===== config.mk =====
export PLATFORM = sky130hd
export DESIGN_NAME = hazard_ctrl
export DESIGN_NICKNAME = d
export VERILOG_FILES = /design/src/rtl/hazard_pkg.sv /design/src/rtl/hazard_perf_cnt.sv /design/src/rtl/hazard_ctrl.sv
export SDC_FILE = /design/constraint.sdc
export NUM_CORES = 1
export LEC_CHECK = 0
export BUFFER_PORTS_ARGS = -buffer_cell sky130_fd_sc_hd__buf_4
export CORE_AREA = 2 2 39 41
export DETAILED_ROUTE_END_ITERATION = 12
export DIE_AREA = 0 0 41 43
export PLACE_DENSITY = 0.55
export SYNTH_ARGS = -nofsm -noshare
export SYNTH_HDL_FRONTEND = slang
export SYNTH_SLANG_ARGS = --single-unit

===== constraint.sdc =====
create_clock -name clk -period 1.5 [get_ports clk]
set_input_delay 0.225 -clock clk [delete_from_list [all_inputs] [get_ports clk]]
set_output_delay 0.225 -clock clk [all_outputs]
set_load 0.02 [all_outputs]

===== src/rtl/hazard_pkg.sv =====
// -----------------------------------------------------------------------------
// hazard_pkg
//   Shared definitions for the pipeline hazard controller.
//   - state_t       : FSM state encoding (RUN / FREEZE / FLUSH)
//   - FLUSH_MIN/MAX : legal range for the per-branch IF/ID flush length
//   - flush_cycles_ok / flush_reload : range check and flush_left reload value
// -----------------------------------------------------------------------------
package hazard_pkg;

  typedef enum logic [1:0] {
    ST_RUN    = 2'd0,
    ST_FREEZE = 2'd1,
    ST_FLUSH  = 2'd2
  } state_t;

  localparam int FLUSH_MIN = 1;
  localparam int FLUSH_MAX = 7;

  // True when a FLUSH_CYCLES value fits the 3-bit flush_left counter.
  function automatic bit flush_cycles_ok(input int cycles);
    return (cycles >= FLUSH_MIN) && (cycles <= FLUSH_MAX);
  endfunction

  // Value loaded into flush_left when a branch redirects the front end.
  // The redirect cycle itself is the first flush cycle, so the remaining
  // count is cycles-1. Out-of-range values are clamped into 1..7 so the
  // counter can never wrap.
  function automatic logic [2:0] flush_reload(input int cycles);
    int clamped;
    clamped = cycles;
    if (clamped < FLUSH_MIN) clamped = FLUSH_MIN;
    if (clamped > FLUSH_MAX) clamped = FLUSH_MAX;
    return 3'(clamped - 1);
  endfunction

endpackage


===== src/rtl/hazard_perf_cnt.sv =====
// -----------------------------------------------------------------------------
// hazard_perf_cnt
//   Saturating event counter used for hazard performance monitoring.
//   Ports:
//     clk    in   core clock, rising edge
//     rst_n  in   asynchronous active-low reset (count -> 0)
//     inc    in   count one event this cycle
//     count  out  CNT_W-bit event count, sticks at all-ones
// -----------------------------------------------------------------------------
module hazard_perf_cnt #(
  parameter int CNT_W = 32
) (
  input  logic             clk,
  input  logic             rst_n,
  input  logic             inc,
  output logic [CNT_W-1:0] count
);

  always_ff @(posedge clk or negedge rst_n) begin
    if (!rst_n) begin
      count <= '0;
    end else if (inc && (count != '1)) begin
      count <= count + CNT_W'(1);
    end
  end

endmodule


===== src/rtl/hazard_ctrl.sv =====
// -----------------------------------------------------------------------------
// hazard_ctrl
//   Stall/flush controller for the 5-stage MIPS pipeline. Combines load-use
//   hits from the forwarding unit, the EX-stage branch redirect and the data
//   memory handshake into pipeline-register enables that act in the same
//   cycle. A small FSM (RUN / FREEZE / FLUSH) remembers memory freezes and
//   multi-cycle branch flushes.
//
//   Parameters:
//     FLUSH_CYCLES  IF/ID flush cycles per taken branch/jump (1..7)
//     CNT_W         performance counter width (HAZARD_PERF_EN only)
//
//   Build option:
//     HAZARD_PERF_EN  when defined, adds stall_cnt / flush_cnt / freeze_cnt
//                     saturating counters and their ports.
//
//   Ports:
//     clk, rst_n          clock and asynchronous active-low reset
//     c_rs_if, c_rt_if    load-use hits on the IF/ID rs / rt operands
//     rs_used, rt_used    ID instruction really reads rs / rt
//     branch_taken        EX resolved a taken branch/jump this cycle
//     dmem_req            MEM stage issues a load/store this cycle
//     dmem_ready          data memory completes the request this cycle
//     pc_we, if_id_we     front-end write enables
//     if_id_flush         IF/ID loads a NOP
//     id_ex_bubble        ID/EX loads all-zero control
//     ex_mem_we, mem_wb_we back-end write enables
//     stall_cnt, flush_cnt, freeze_cnt  event counters (HAZARD_PERF_EN)
// -----------------------------------------------------------------------------
module hazard_ctrl
  import hazard_pkg::*;
#(
  parameter int FLUSH_CYCLES = 1,
  parameter int CNT_W        = 32
) (
  input  logic             clk,
  input  logic             rst_n,
  input  logic             c_rs_if,
  input  logic             c_rt_if,
  input  logic             rs_used,
  input  logic             rt_used,
  input  logic             branch_taken,
  input  logic             dmem_req,
  input  logic             dmem_ready,
  output logic             pc_we,
  output logic             if_id_we,
  output logic             if_id_flush,
  output logic             id_ex_bubble,
  output logic             ex_mem_we,
  output logic             mem_wb_we
`ifdef HAZARD_PERF_EN
  ,
  output logic [CNT_W-1:0] stall_cnt,
  output logic [CNT_W-1:0] flush_cnt,
  output logic [CNT_W-1:0] freeze_cnt
`endif
);

  // Remaining flush cycles loaded on a redirect; zero means a single-cycle
  // flush that never needs the FLUSH state.
  localparam logic [2:0] FLUSH_RELOAD = flush_reload(FLUSH_CYCLES);
  localparam bit         MULTI_FLUSH  = (FLUSH_RELOAD != 3'd0);
  localparam bit         FLUSH_CFG_OK = flush_cycles_ok(FLUSH_CYCLES);

  state_t     state, state_next;
  logic [2:0] flush_left, flush_left_next;

  logic load_use;
  logic mem_wait;
  logic in_flush;

  // Unregistered control before the reset override.
  logic pc_we_c;
  logic if_id_we_c;
  logic if_id_flush_c;
  logic id_ex_bubble_c;
  logic ex_mem_we_c;
  logic mem_wb_we_c;

  assign load_use = (c_rs_if & rs_used) | (c_rt_if & rt_used);
  assign mem_wait = dmem_req & ~dmem_ready;

  // FREEZE has no rules of its own once memory is ready: the exit cycle
  // behaves as FLUSH when a flush was interrupted, otherwise as RUN.
  assign in_flush = (state == ST_FLUSH) ||
                    ((state == ST_FREEZE) && (flush_left != 3'd0));

  // ---------------------------------------------------------------------------
  // State register
  // ---------------------------------------------------------------------------
  always_ff @(posedge clk or negedge rst_n) begin
    if (!rst_n) begin
      state      <= ST_RUN;
      flush_left <= 3'd0;
    end else begin
      state      <= state_next;
      flush_left <= flush_left_next;
    end
  end

  // ---------------------------------------------------------------------------
  // Next state and control. Priority: memory wait > branch flush > load-use.
  // ---------------------------------------------------------------------------
  always_comb begin
    state_next      = state;
    flush_left_next = flush_left;
    pc_we_c         = 1'b1;
    if_id_we_c      = 1'b1;
    if_id_flush_c   = 1'b0;
    id_ex_bubble_c  = 1'b0;
    ex_mem_we_c     = 1'b1;
    mem_wb_we_c     = 1'b1;

    if (mem_wait) begin
      // Whole pipeline holds; any branch in EX is still there when the
      // freeze ends, so it is ignored here rather than lost.
      pc_we_c     = 1'b0;
      if_id_we_c  = 1'b0;
      ex_mem_we_c = 1'b0;
      mem_wb_we_c = 1'b0;
      state_next  = ST_FREEZE;
    end else if (branch_taken) begin
      // Redirect squashes both the fetched and the decoded wrong-path
      // instruction; a simultaneous load-use stall is moot.
      if_id_flush_c  = 1'b1;
      id_ex_bubble_c = 1'b1;
      if (MULTI_FLUSH) begin
        flush_left_next = FLUSH_RELOAD;
        state_next      = ST_FLUSH;
      end else begin
        flush_left_next = 3'd0;
        state_next      = ST_RUN;
      end
    end else if (in_flush) begin
      if_id_flush_c   = 1'b1;
      flush_left_next = flush_left - 3'd1;
      state_next      = (flush_left == 3'd1) ? ST_RUN : ST_FLUSH;
    end else if (load_use) begin
      // One bubble is enough: next cycle the load sits in EX/MEM and the
      // forwarding unit no longer reports a load-use hit.
      pc_we_c        = 1'b0;
      if_id_we_c     = 1'b0;
      id_ex_bubble_c = 1'b1;
      state_next     = ST_RUN;
    end else begin
      state_next = ST_RUN;
    end
  end

  // While in reset the pipeline is held and filled with NOPs.
  assign pc_we        = rst_n & pc_we_c;
  assign if_id_we     = rst_n & if_id_we_c;
  assign ex_mem_we    = rst_n & ex_mem_we_c;
  assign mem_wb_we    = rst_n & mem_wb_we_c;
  assign if_id_flush  = ~rst_n | if_id_flush_c;
  assign id_ex_bubble = ~rst_n | id_ex_bubble_c;

`ifdef HAZARD_PERF_EN
  // ---------------------------------------------------------------------------
  // Performance counters: [0] load-use stall, [1] IF/ID flush, [2] freeze.
  // A bubble without a flush only occurs for a load-use stall.
  // ---------------------------------------------------------------------------
  logic [2:0]       perf_inc;
  logic [CNT_W-1:0] perf_count [3];

  assign perf_inc[0] = rst_n & id_ex_bubble_c & ~if_id_flush_c;
  assign perf_inc[1] = rst_n & if_id_flush_c;
  assign perf_inc[2] = rst_n & mem_wait;

  genvar gi;
  generate
    for (gi = 0; gi < 3; gi++) begin : g_perf
      hazard_perf_cnt #(
        .CNT_W (CNT_W)
      ) u_cnt (
        .clk   (clk),
        .rst_n (rst_n),
        .inc   (perf_inc[gi]),
        .count (perf_count[gi])
      );
    end
  endgenerate

  assign stall_cnt  = perf_count[0];
  assign flush_cnt  = perf_count[1];
  assign freeze_cnt = perf_count[2];
`else
  localparam int unused_cnt_w = CNT_W;
`endif

  // Out-of-range FLUSH_CYCLES is clamped by flush_reload; the flag keeps
  // the configured intent visible to anyone probing the hierarchy.
  localparam bit unused_flush_cfg_ok = FLUSH_CFG_OK;

endmodule


# Word-level counts from Yosys, hierarchy flattened
# Index checks and enable logic that the tools add are counted.
# op_classes
addsub,1
multipliers,0
div_mod_pow,0
n_lt_le_gt_ge,0
eq_ne,3
n_shift,0
n_mux,18
bitwise,11
reduce_logical,5
# op_table
cell,n
$mux 1,12
$mux 2,4
$mux 3,2
$and 1x1->1,5
$eq 3x1->1 const B,1
$not 1->1,3
$or 1x1->1,3
$reduce_bool 3->1,1
$sub 3x1->3 const B,1
$eq 2x1->1 const B,1
$eq 2x2->1 const B,1
$reduce_and 2->1,1
$reduce_bool 2->1,1
$logic_and 1x1->1,1
$logic_or 1x1->1,1
# word_totals
register_bits,5
latch_bits,0
mem_bits_rw,0
romBits,0
inputBits,9
word_cells,40
mem_count,0

# Depth between registers and ports, before layout
# Gate-level depths: netlist of the first run.
# depth
depth_word,7
ltp_mapped,6
mapped_depth_nobuf,6

# Least setup slack after synthesis of the first run
# Ideal clock, no wire load.
# synth_path
kind,register to output
start,register flush_left[0]
end,output port id_ex_bubble
t_arrival_ns,1.711
setup_slack_ns,-0.436
path_stages_with_launch,6
path_buffers,0
cell_sequence,dfrtp_1 inv_1 ha_1 nor2b_2 o21ai_4 o311ai_0
# synth_via
elab_chain_cells,7
# synth_rtl
item,line,rtl
from (decl),hazard_ctrl.sv:66,"logic [2:0] flush_left, flush_left_next;"
from (signal assigned),hazard_ctrl.sv:97,flush_left <= flush_left_next;
$reduce_bool 3->1,hazard_ctrl.sv:86,((state == ST_FREEZE) && (flush_left != 3'd0));
$logic_and 1x1->1,hazard_ctrl.sv:86,
$logic_or 1x1->1,hazard_ctrl.sv:85,assign in_flush = (state == ST_FLUSH) ||
$mux 1,hazard_ctrl.sv:134,end else if (in_flush) begin
$mux 1,hazard_ctrl.sv:122,end else if (branch_taken) begin
$mux 1,hazard_ctrl.sv:114,if (mem_wait) begin
$or 1x1->1,hazard_ctrl.sv:156,assign id_ex_bubble = ~rst_n | id_ex_bubble_c;
to (decl),hazard_ctrl.sv:48,"output logic id_ex_bubble,"
# No other way between the ends.

# Worst setup path in the final report of the first run
# layout_path
start,register flush_left[1]
end,output port if_id_we
# layout_via
elab_chain_cells,7
# layout_rtl
item,line,rtl
$reduce_bool 3->1,hazard_ctrl.sv:86,
$logic_and 1x1->1,hazard_ctrl.sv:86,
$logic_or 1x1->1,hazard_ctrl.sv:85,
$mux 1,hazard_ctrl.sv:134,
$mux 1,hazard_ctrl.sv:122,
$mux 1,hazard_ctrl.sv:114,
$and 1x1->1,hazard_ctrl.sv:152,assign if_id_we = rst_n & if_id_we_c;
to (decl),hazard_ctrl.sv:46,"output logic if_id_we,"
# No other way between the ends.

==> summary.md, run 1 <==
| Metric | Value |
|---|---|
| Met3 routed WL | about 33 um |
| Gr ovfl total | 0 |
| Post-DP HPWL | 632.2 um |
| Lkg Pwr | 0.2839 nW |
| Synthesized area per cell | between 9 and 10 sq um |
| Hold Crit Class | primary input to flip-flop |
| Yosys top cell area share | between 30 and 40% |
| Rows | 14 |
| Die W | 41 um |
| RSZ-0062 raised after global routing | true |
| CTS sink count | 5 |
| Hold slack | roughly 230 ps |
| Violated checks | setup timing |
| Top-count cell post-synth | dfrtp_1 |
| TritonCTS Buffers | 3 |
| Dpl ws | -1.059 ps |
| Initial Util | 25.41% |
| Top cells by count, synth | dfrtp_1, inv_1, ha_1, nand2_1 |
| WS Path Type | flip-flop to output pin |
| CTS max path bufs | 2 |
| Via count | 359 |
| Max IR drop VDD | 0.0007098 V |
| Post-synth EDFFs | 0 |
| Post-synth top area cell | dfrtp_1 |
| Comb pwr share | roughly 52% |
| Seq/Total Area, Yosys | 35.59% |
| Worst Tran Pin Value | 261.0 ps |
| Fraction of layout cells with a size suffix above 1 | a little over half |
| Setup TNS | -710.7 ps |
| Clock power share | 22.3% |
| Crit path largest cell delay | around 380 ps |
| Status | finished with violations |
| Fin crit share | 113.0% |
| Slew headroom | between 80% and 90% |
| Top layer used by detailed routing | met3 |
| Clk pin slew, worst setup/hold paths | 40 ps |
| Final setup viols | 4 |
| GRT Util Overall | between 10% and 20% |
| Crit-path max FO | 5 |
| Post-synth top flop | dfrtp_1 |
| NumNets Final | 76 |
| CTS tree | done |
| Sequential Power Share | 25.6% |
| Clk Tree Root Cell | clkbuf_4 |
| Clk_lat worst skew | ~240 ps |
| Switching share of power | 33.25% |
| Vias in the first global route | 373 |
| Clk_skew | 2.855 ps |
| Cell area after synthesis | around 350 sq um |
| Routed length on met2 | 423 um |
| Number of synthesized register bits | 5 |
| Max-cap violations | 0 |
| Diode count | 0 |
| Post-DR wirelength/cell | roughly 11 um |
| Core ar. | 0.001384 sq mm |
| Port bufs | 14 |
| HP Start | branch_taken |
| Slew Limit Fails | 0 |
| Critical path origin | flush_left[1] |
| Initial antenna violation count | 0 |
| PD cells | approximately 1200 mW/mm^2 |
| Largest net degree at the start of global routing | 8 |
| Area grow syn2layout | 69.04% |
| WP data arrival | roughly 1500 ps |
| Critical Path RT | 1270 ps |
| Global-route wire length before repair | ~1.5 mm |
| Reg2reg start | flush_left[0] |
| Met1 Wirelength | 377 um |
| Ports | 15 |
| First-pass iteration count of the detailed router | 4 |
| Final Hold Viols | 0 |
| Crit. End Element | output pin |
| Routed Antenna Nets | 0 |
| Psw | 0.2312 mW |
| DR iter-0 viols | 4 |
| Post-synth cell types | 24 |
| CTS H-tree depth | 1 |
| Vias/cell | 4.544 |
| Routed WL | 834 um |
| Gpl congestion | approximately 0.73 |
| Fin util | 42.95% |
| Fraction of registers with async set/reset | 100.0% |
| Tmin final | 1695 ps |
| Die area | approximately 0.0018 sq mm |
| Fin worst setup slack | -194.9 ps |
| Syn nets | 49 |
| Crit-path cells | inv_2, ha_4, nor2b_4, o21ai_4, o31a_1, buf_4 |
| Internal power | 0.4641 mW |
| Synth Warn # | 0 |
| Synth Instances | 37 |
| Max frequency | just under 0.6 GHz |
| Crit path max-delay cell type | dfrtp_1 |
| Die Y-Extent | 43 um |
| Synth top area cells | dfrtp_1, ha_1, o21ai_4, buf_4, inv_1 |
| CP startpoint kind | flip-flop |
| Post-route DRC | 0 |
-- timing repair --
action                                  CTS  global route
buffers inserted                          2             2
endpoints found under the setup margin    4             4
hold buffers                              1             0
gates resized for setup                   0             1
hold endpoints to repair                  5             0
pin swaps                                 1             0
-- registers in the layout, indices dropped and copies added, names as in the netlist --
register and cells:
flush_left 3, state 2
-- final cells by class --
class | count | area (sq um)
sequential | 5 | 125.1
timing repair buffer | 24 | 182.7
tap | 16 | 20.02
inverter | 4 | 15.01
multi-input combinational | 26 | 225.2
clock buffer | 4 | 26.28
fill | 135 | 789.5
-- power groups by stage --
stage	Combinational, mW	Sequential (mW)	Clock (mW)
6_report	0.362	0.178	0.155
5_1_grt	0.400	0.181	0.168
4_1_cts	0.342	0.178	0.162
3_5_place_dp	0.317	0.179	0
3_3_place_gp	0.303	0.181	0
2_1_floorplan	0.193	0.180	0
-- worst paths after layout --
check                                endpoint  slack [ps]  cells after the start
worst max-delay path                 if_id_we        -190                      6
worst min-delay path            flush_left[0]         230                      2
worst max register to register  flush_left[2]          80                      7
worst min register to register  flush_left[1]         510                      1
max in group asynchronous       flush_left[0]         890                      2
min in group asynchronous       flush_left[2]         410                      2
-- cell families after synthesis --
| logic type | after synthesis | synth area share [%] |
|---|---|---|
| compound gates | 10 | 23.49 |
| fa+ha+maj | 3 | 10.68 |
| buf+inv | 6 | 8.538 |
| flops | 5 | 35.59 |
| mux | 1 | 2.847 |
| simple gates | 12 | 18.86 |
-- layout by cell type, fill, tap and decap left out, types with 2 or more instances in the layout --
cell type / synthesis / routed
dfrtp_1: 5 / 5
buf_4: 2 / 23
inv_1: 4 / 2
nand2_1: 3 / 3
inv_2: 0 / 2
ha_1: 3 / 2
clkbuf_4: 0 / 3
nor2_1: 2 / 2
-- worst max-delay path: cells and delay by family, from the launching register on --
kind                     cells  cell delay (ps)
AND/OR/NAND/NOR              1              140
adder cells (fa/ha/maj)      1              130
AO/OA/AOI/OAI                2              340
flip-flops                   1              380
buffers and inverters        2              240
-- per-stage QoR --
step	std cells	instance area, sq um	power, mW
2_1_floorplan	37	380.4	0.3734
3_3_place_gp	70	524.3	0.4846
3_5_place_dp	70	524.3	0.4960
4_1_cts	77	575.6	0.6816
5_1_grt	79	594.3	0.7480
6_report	79	594.3	0.6954
-- layer usage --
metal | track usage [%] | up-vias
met5 | 0 | -
met2 | 18.75 | 5
li1 | - | 182
met4 | 2.000 | 0
met1 | 16.67 | 172
met3 | 4.712 | 0
No activity file was read; power rests on OpenSTA's default activity.
==> run 2: changes to the inputs <==
Settings changed: SETUP_SLACK_MARGIN set to 0.02.
==> summary.md, run 2 (synthesis gave the netlist of run 1 again) <==
| Metric | Value |
|---|---|
| Clk_skew | 2.837 ps (-0.01840 ps) |
| Fin util | 43.94% (+0.99 points) |
| Max-cap violations | 0 (unchanged) |
| DR iter-0 viols | 4 (unchanged) |
| Vias in the first global route | 373 (unchanged) |
| NumNets Final | 77 (+1.3%) |
| CTS max path bufs | 2 (unchanged) |
| Commonest non-fill, non-tap cell in the layout | buf_4 |
| CTS tree | done |
| Fraction of layout cells with a size suffix above 1 | 56.25% (+2.3 points) |
| CTS H-tree depth | 1 (unchanged) |
| Bufs and invs on worst path | 2 (unchanged) |
| Status | finished with violations |
| Vias/cell | 4.550 (+0.13%) |
| Die W | 41 um (unchanged) |
| WS Path Type | flip-flop to output pin |
| CTS sink count | 5 (unchanged) |
| Diode count | 0 (unchanged) |
| Placed Cells | 70 (unchanged) |
| Post-DR wirelength/cell | 10.68 um (+1.1%) |
| Most frequent cells in the layout | buf_4, dfrtp_1, nand2_1, clkbuf_4 |
| Crit path largest cell delay | 380 ps (about the same) |
| Max IR drop VDD | 0.0007117 V (+0.26%) |
| Port bufs | 14 (unchanged) |
| Largest Register | flush_left |
| CP startpoint kind | flip-flop |
| TritonCTS Buffers | 3 (unchanged) |
| Critical path origin | flush_left[1] |
| Ports | 15 (unchanged) |
| Max reg flops | 3 (unchanged) |
| Biggest regs | flush_left (3), state (2) |
| Slew headroom | 82.63% (about the same) |
| Max frequency | 0.5899 GHz (about the same) |
| Fin cells | 80 (+1.3%) |
| Clk pin slew, worst setup/hold paths | 40 ps (about the same) |
| Die area | 0.001763 sq mm (unchanged) |
| Post-DP HPWL | 632.2 um (unchanged) |
| Violated checks | setup timing |
| Final setup viols | 4 (unchanged) |
| Initial Util | 25.41% (unchanged) |
| Critical Path RT | 1270 ps (about the same) |
| Reg2reg start | flush_left[0] |
| Largest net degree at the start of global routing | 8 (unchanged) |
| Post-route DRC | 0 (unchanged) |
| Worst Tran Pin Value | 260.6 ps (-0.3409 ps) |
| Tmin final | 1695 ps (+0.2110 ps) |
| Gr ovfl total | 0 (unchanged) |
| Area grow syn2layout | 72.95% |
| Crit path max-delay cell type | dfrtp_1 |
| Crit-path max FO | 5 (unchanged) |
| CP top delay family | flip-flops |
| Slew Limit Fails | 0 (unchanged) |
| Final Hold Viols | 0 (unchanged) |
| GRT Util Overall | 12.41% (unchanged) |
| Crit. End Element | output pin |
| Via count | 364 (+1.4%) |
| Routed WL | 854 um (+2.4%) |
| Clk_lat worst skew | 240 ps (about the same) |
| Hold Crit Class | primary input to flip-flop |
| Clk Tree Root Cell | clkbuf_4 |
| WP data arrival | 1470 ps (about the same) |
| First-pass iteration count of the detailed router | 4 (unchanged) |
| Fin crit share | 113.0% (about the same) |
| Routed Antenna Nets | 0 (unchanged) |
| RSZ-0062 raised after global routing | true |
| Fin worst setup slack | -195.1 ps (-0.2110 ps) |
| Initial antenna violation count | 0 (unchanged) |
| Lkg Pwr | 0.2891 nW (+1.8%) |
| HP Start | branch_taken |
| Crit-path cells | inv_2, ha_4, nor2b_4, o21ai_4, o31a_1, buf_4 |
| Core ar. | 0.001384 sq mm (unchanged) |
| Global-route wire length before repair | 1.524 mm (unchanged) |
| Rows | 14 (unchanged) |
| PD cells | 1170 mW/mm^2 (about the same) |
| Die Y-Extent | 43 um (unchanged) |
| Hold slack | 229.4 ps (+0.6320 ps) |
| Gpl congestion | 0.7273 (unchanged) |
-- run 2: cell types whose count changed in the layout (fill, tap and decap cells not counted) --
cell   previous run  this run
ha_1              2         1
buf_6             0         1
ha_2              0         1
-- run 2: worst paths after layout --
path / slack (ps) / endpoint / depth (start not counted)
worst min-delay path: 230 / flush_left[0] / 2
max in group asynchronous: 890 / flush_left[0] / 2
min in group asynchronous: 410 / flush_left[2] / 2
worst max register to register: 0 / flush_left[0] / 8
worst max-delay path: -200 / if_id_we / 6
worst min register to register: 510 / flush_left[1] / 1
-- run 2: report_power, final --
group / internal, mW / switching (mW)
combinational: 0.217 / 0.162
clock: 0.101 / 0.0542
sequential: 0.160 / 0.0180
total: 0.477 / 0.234
-- run 2: per-stage QoR --
step,setup TNS (ps),worst slack (ps),instance area (sq um),total power [mW]
3_5_place_dp,-1.945,-1.059,524.3,0.4960
4_1_cts,-815.9,-208.3,575.6,0.6816
2_1_floorplan,-97.20,-97.20,380.4,0.3734
5_1_grt,-1097,-264.7,608.1,0.7649
3_3_place_gp,0,15.02,524.3,0.4846
6_report,-715.4,-195.1,608.1,0.7112
-- run 2: area by class of cell --
| class | instances | area (sq um) |
|---|---|---|
| Fill cell | 132 | 775.7 |
| Sequential cell | 5 | 125.1 |
| Tap cell | 16 | 20.02 |
| Multi-Input combinational cell | 26 | 227.7 |
| Timing Repair Buffer | 25 | 193.9 |
| Inverter | 4 | 15.01 |
| Clock buffer | 4 | 26.28 |
-- run 2: repair_timing --
item,4_1_cts,5_1_grt
buffers inserted,2,3
pin swaps,1,1
hold buffers,1,0
endpoints found under the hold margin,5,0
gates cloned,0,0
endpoints found under the setup margin,4,6
resized for setup,0,3
-- run 2: worst register-to-register path, stage by stage, from the launching register on --
cell and delay, ps:
dfrtp_1 350, inv_2 60, ha_4 150, nor2b_4 120
o21ai_4 200, buf_4 150, buf_6 90, mux2i_1 160
o22ai_1 90
-- run 2: routing by layer --
| layer | up-vias | GRT usage, % | part of all wire [%] |
|---|---|---|---|
| li1 | 184 | - | - |
| met1 | 173 | 16.67 | 45 |
| met2 | 7 | 18.75 | 50 |
| met4 | 0 | 2.000 | 0 |
| met3 | 0 | 4.712 | 4.8 |
| met5 | - | 0 | 0 |
